`config.mk`:
```
export PLATFORM = sky130hd
export DESIGN_NAME = mask_pipe_arbiter
export DESIGN_NICKNAME = d
export VERILOG_FILES = /design/src/rtl/mask_pipe_arbiter.sv
export SDC_FILE = /design/constraint.sdc
export NUM_CORES = 1
export LEC_CHECK = 0
export CAP_MARGIN = 10
export CELL_PAD_IN_SITES_DETAIL_PLACEMENT = 1
export CELL_PAD_IN_SITES_GLOBAL_PLACEMENT = 2
export CORE_MARGIN = 2
export CORE_UTILIZATION = 18
export CTS_CLUSTER_DIAMETER = 30
export DETAILED_ROUTE_END_ITERATION = 7
export PLACE_DENSITY = 0.91
export SYNTH_ARGS = -nofsm -noshare
export SYNTH_HDL_FRONTEND = slang
export SYNTH_SLANG_ARGS = --single-unit
```
`constraint.sdc`:
```
create_clock -name clk -period 2.8 [get_ports clk]
set_input_delay 0.28 -clock clk [delete_from_list [all_inputs] [get_ports clk]]
set_output_delay 0.28 -clock clk [all_outputs]
set_load 0.005 [all_outputs]
```
`src/rtl/mask_pipe_arbiter.sv`:
```
// mask_pipe_arbiter
//   Shares one fixed-latency mask datapath (shifter -> mask -> unshifter)
//   between N_REQ requesters. Requests are granted round-robin, and the
//   winner's operand and mask are driven into the datapath. A tag pipeline
//   with the same depth as the datapath carries the owner id of each
//   operation, so every result comes back on the response port with the
//   right requester index. Backpressure on the response port freezes both
//   the datapath and the tag pipeline. A flush/drain handshake lets
//   software quiesce the unit.
//
// Ports
//   clk, rst      clock, synchronous active-high reset
//   req_valid     per-requester request valid             [N_REQ]
//   req_ready     per-requester accept, one-hot or zero    [N_REQ]
//   req_data      per-requester operand, i at [i*WIDTH +: WIDTH]
//   req_mask      per-requester mask bit                   [N_REQ]
//   dp_en         datapath enable (low while the response port stalls)
//   dp_in         datapath operand (zero on bubbles)
//   dp_mask       datapath mask bit (zero on bubbles)
//   dp_out        datapath result
//   rsp_valid     result valid
//   rsp_ready     result sink ready
//   rsp_id        requester index that owns the result
//   rsp_data      result, taken straight from dp_out
//   flush         level request to stop accepting and drain
//   idle          pipeline empty and halted
//   inflight      number of operations in flight
module mask_pipe_arbiter #(
    parameter int N_REQ   = 4,
    parameter int WIDTH   = 8,
    parameter int CHUNK   = 3,
    parameter int LATENCY = 2,
    parameter int ID_W    = $clog2(N_REQ)
) (
    input  logic                           clk,
    input  logic                           rst,
    input  logic [N_REQ-1:0]               req_valid,
    output logic [N_REQ-1:0]               req_ready,
    input  logic [N_REQ*WIDTH-1:0]         req_data,
    input  logic [N_REQ-1:0]               req_mask,
    output logic                           dp_en,
    output logic [WIDTH-1:0]               dp_in,
    output logic                           dp_mask,
    input  logic [WIDTH-1:0]               dp_out,
    output logic                           rsp_valid,
    input  logic                           rsp_ready,
    output logic [ID_W-1:0]                rsp_id,
    output logic [WIDTH-1:0]               rsp_data,
    input  logic                           flush,
    output logic                           idle,
    output logic [$clog2(LATENCY+1)-1:0]   inflight
);

    localparam int IF_W = $clog2(LATENCY + 1);

    localparam logic [1:0] ST_RUN   = 2'd0;
    localparam logic [1:0] ST_DRAIN = 2'd1;
    localparam logic [1:0] ST_HALT  = 2'd2;

    // The tag pipeline depth must match the datapath built with this CHUNK.
    generate
        if (LATENCY < 1 || LATENCY != ((WIDTH + CHUNK - 1) / CHUNK) - 1) begin : g_cfg_err
            $error("mask_pipe_arbiter: LATENCY does not match WIDTH/CHUNK");
        end
    endgenerate

    logic [1:0]      state_q, state_d;
    logic [ID_W-1:0] rr_q, rr_d;
    logic [IF_W-1:0] inflight_q, inflight_d;
    logic [LATENCY-1:0] vld_q;
    logic [ID_W-1:0] id_q [LATENCY];

    logic            stall;
    logic            hs;
    logic            issue;
    logic            found;
    logic [ID_W-1:0] grant_id;
    logic [WIDTH-1:0] data_arr [N_REQ];

    genvar g;
    generate
        for (g = 0; g < N_REQ; g++) begin : g_unpack
            assign data_arr[g] = req_data[g*WIDTH +: WIDTH];
        end
    endgenerate

    assign rsp_valid = vld_q[LATENCY-1];
    assign rsp_id    = id_q[LATENCY-1];
    assign rsp_data  = dp_out;
    assign stall     = rsp_valid & ~rsp_ready;
    assign hs        = rsp_valid & rsp_ready;
    assign dp_en     = ~stall;
    assign idle      = (state_q == ST_HALT);
    assign inflight  = inflight_q;

    // Round-robin search starting at rr_q, wrapping at N_REQ.
    always_comb begin
        int              idx;
        logic [ID_W-1:0] cand;
        idx      = 0;
        cand     = '0;
        found    = 1'b0;
        grant_id = '0;
        for (int k = 0; k < N_REQ; k++) begin
            idx = int'(rr_q) + k;
            if (idx >= N_REQ) begin
                idx = idx - N_REQ;
            end
            cand = idx[ID_W-1:0];
            if (!found && req_valid[cand]) begin
                found    = 1'b1;
                grant_id = cand;
            end
        end
    end

    // Reset also masks issue so nothing is accepted while it is held.
    assign issue = ~rst & (state_q == ST_RUN) & ~stall & found;

    always_comb begin
        req_ready = '0;
        if (issue) begin
            req_ready[grant_id] = 1'b1;
        end
    end

    assign dp_in   = issue ? data_arr[grant_id] : '0;
    assign dp_mask = issue & req_mask[grant_id];

    always_comb begin
        rr_d = rr_q;
        if (issue) begin
            rr_d = (grant_id == ID_W'(N_REQ - 1)) ? '0 : grant_id + 1'b1;
        end
    end

    always_comb begin
        case ({issue, hs})
            2'b10:   inflight_d = inflight_q + 1'b1;
            2'b01:   inflight_d = inflight_q - 1'b1;
            default: inflight_d = inflight_q;
        endcase
    end

    always_comb begin
        state_d = state_q;
        case (state_q)
            ST_RUN:   if (flush) state_d = ST_DRAIN;
            ST_DRAIN: if (inflight_q == '0 && !rsp_valid) state_d = ST_HALT;
            ST_HALT:  if (!flush) state_d = ST_RUN;
            default:  state_d = ST_RUN;
        endcase
    end

    always_ff @(posedge clk) begin
        if (rst) begin
            state_q    <= ST_RUN;
            rr_q       <= '0;
            inflight_q <= '0;
            vld_q      <= '0;
        end else begin
            state_q    <= state_d;
            rr_q       <= rr_d;
            inflight_q <= inflight_d;
            if (dp_en) begin
                vld_q[0] <= issue;
                for (int i = 1; i < LATENCY; i++) begin
                    vld_q[i] <= vld_q[i-1];
                end
            end
        end
    end

    // Ids need no reset: they are only observed alongside a set valid bit.
    always_ff @(posedge clk) begin
        if (dp_en) begin
            id_q[0] <= grant_id;
            for (int i = 1; i < LATENCY; i++) begin
                id_q[i] <= id_q[i-1];
            end
        end
    end

endmodule

```
==> results.py <==
metrics = {
    "worst_setup_path": {
        "worstSetupStartpointType": "primary input",
        "path_class": "primary input to output port",
        "path_max_fanout": 6,
        "worst_setup_path_end_kind": "output port",
        "crit_arrival_ns": 2.34,
        "critical_path_required_ns": 2.52,
        "ff2ff_setup_slack_ns": 0.79,
    },
    "global_route": {
        "track_usage": 0.0901,
        "grt_pass1_wl_mm": 4.57,
        "grt_max_degree": 14,
        "antenna_found_initial": 0,
        "first_global_vias": 974,
        "gr-total-overflow": 0,
    },
    "power_and_ir_drop": {
        "power.density_nw_per_um2": 436,
        "p_leak_nw": 0.642,
        "vdd_ir_drop_max_v": 0.000131,
        "total_power_mw": 0.747,
    },
    "floorplanning": {
        "num_rows": 27,
        "die-area_um2": 6220,
        "die_w_um": 78.9,
        "start_util": 0.184,
        "io_pins": 80,
        "core-area_um2": 5470,
        "die_h_um": 78.9,
    },
    "placed_design": {
        "hpwl_mm": 2.45,
        "gp_congestion": 0.694,
        "port_buffers": 63,
        "placed_cells": 233,
        "place_area_um2": 1660,
    },
    "detailed_routing": {
        "ant_nets": 0,
        "vias": 991,
        "drc": 0,
        "routed_wl_mm": 2.84,
        "drt_iter0_markers": 7,
        "avgRoutedWirePerCell_um": 12.0,
        "dr.pass1.iters": 3,
        "via_per_inst": 4.18,
    },
    "synthesis": {
        "synth.area.top_cells": "mux2i_1 18%, dfxtp_1 16%, edfxtp_1 12%",
        "synth_top_family_by_area": "simple AND/OR/NAND/NOR gates",
        "syn_nets": 165,
        "synth_mux_area_frac": 0.179,
        "netlist_area_um2": 1010,
        "ys_types": 32,
        "synth_top_area_frac": 0.179,
        "ys_warn_count": 0,
        "synth_area_leader_cell": "mux2i_1",
        "ys_ff_latch": 12,
        "syn_inst": 108,
        "synth-simple-area-share": 0.190,
        "syn_area_per_cell_um2": 9.34,
        "synthXorXnorAreaFrac": 0.0174,
        "synthAdderAreaFrac": 0.0620,
        "synth_compound_area_frac": 0.136,
        "yosysSeqAreaShare": 0.278,
    },
    "clock_tree": {
        "path_clk_slew_ns": 0.05,
        "cts_inserted_buffers": 3,
        "cts_sinks": 12,
        "cts_root_buffer": "clkbuf_8",
        "cts_max_level": 1,
        "cts_tree": "done",
        "ctsHoldBuffers": 0,
        "clk_latency_ns": 0.24,
        "clock_path_buffers": 2,
    },
    "final_layout": {
        "area_growth_pct": 69.9,
        "mostFrequentLayoutCells": "63 x clkdlybuf4s50_1, 18 x mux2i_1, 9 x o22ai_1",
        "final_common_cell": "clkdlybuf4s50_1",
        "drive_above_1_share": 0.109,
        "finalNetCount": 223,
        "multi_input_area_um2": 592,
        "seqCellArea_um2": 280,
        "fill_cells": 653,
        "num_antenna_cells": 0,
        "fin_cells": 237,
        "final_area_um2": 1710,
    },
    "timing": {
        "max_slew_margin": 0.716,
        "finalHoldViolCount": 0,
        "rsz0062_at_grt": "false",
        "finalClockSkew_ns": 0.00401,
        "setup_viol_count_final": 0,
        "fin_crit_sh": 0.935,
        "clock.fmax_ghz": 0.382,
        "tightest_slew_ns": 0.420,
        "slew_viol_final": 0,
        "period_minus_slack_ns": 2.62,
        "finalHoldWorstSlack_ns": 0.420,
        "tns_ns": 0,
    },
    "outcome": {
        "status": "complete, no violations",
    },
    "run": {
        "maxCapViolations": 0,
    },
    "worst_hold_path": {
        "holdCritPathClass": "flop to flop",
    },
}
==> worst paths after layout <==
kind,startpoint,end,cells after the start
hold / removal,id_q[0][0],id_q[0][2],0
hold reg to reg,id_q[0][0],id_q[0][2],0
setup / recovery,req_valid[0],dp_in[4],8
setup reg to reg,state_q[1],inflight[1],7
==> logic make-up (layout without fill, tap and decap cells) <==
group,after synthesis,in the layout
compound gates,21,21
xor+xnor,2,2
fa+ha+maj,5,5
buf+inv,20,77
flops,12,12
mux,18,18
simple gates,30,30
==> repair_timing <==
item | in CTS | in global routing
resized for setup | 0 | 1
endpoints found under the setup margin | 0 | 9
hold endpoints to repair | 0 | 0
buffers inserted | 0 | 0
==> report_power, final <==
group / leakage [nW] / total (mW) / switching, mW / internal, mW
Sequential: 0.111 / 0.229 / 0.0199 / 0.209
Clock: 0.0288 / 0.186 / 0.0623 / 0.124
Combinational: 0.503 / 0.331 / 0.127 / 0.204
Total: 0.642 / 0.747 / 0.210 / 0.537
==> per-layer routing <==
metal | vias up | GRT usage | part of all wire
met2 | 32 | 0.155 | 0.50
met5 | - | 0 | 0
met1 | 460 | 0.112 | 0.43
li1 | 492 | - | -
met4 | 0 | 0.0397 | 0.016
met3 | 7 | 0.0125 | 0.048
==> critical path: stages <==
cell             delay [ns]
clkdlybuf4s50_1        0.54
and2b_1                0.18
nor2_1                 0.05
o22a_2                 0.28
buf_4                  0.19
mux2i_1                0.12
o22ai_1                0.16
clkdlybuf4s50_1        0.53
==> area by class of cell <==
| type | count | area share |
|---|---|---|
| Clock buffer | 4 | 0.0321 |
| Timing Repair Buffer | 67 | 0.393 |
| Sequential cell | 12 | 0.164 |
| Inverter | 6 | 0.0131 |
| Tap cell | 72 | 0.0526 |
| Multi-Input combinational cell | 76 | 0.346 |
==> per-stage QoR <==
| step | setup WS (ns) | util |
|---|---|---|
| finish | 0.183 | 0.313 |
| global route | 0.0451 | 0.313 |
| CTS | 0.0733 | 0.313 |
| detailed placement | 0.0775 | 0.302 |
| global placement | 0.139 | 0.302 |
| floorplan | 0.919 | - |
==> synthesized netlist by cell type, drive strengths merged <==
| library cell | instances |
|---|---|
| mux2i | 18 |
| nand2b | 1 |
| nor4b | 1 |
| a21oi | 5 |
| ha | 5 |
| buf | 14 |
| o22ai | 9 |
| and2 | 5 |
| and2b | 1 |
| nor3 | 2 |
| o221a | 1 |
| dfxtp | 8 |
| xnor2 | 1 |
| nand2 | 5 |
| or3 | 2 |
| o22a | 2 |
| edfxtp | 4 |
| a22oi | 1 |
| nor2b | 3 |
| nor4 | 2 |
| inv | 6 |
| a21o | 1 |
| nor2 | 8 |
| o21ai | 2 |
| xor2 | 1 |
==> flip-flops by register name (all words and copies together), names as in the netlist <==
register	count
id_q	4
inflight	2
rr_q	2
state_q	2
vld_q	2
Note: power is estimated with default switching activity, not from simulation.
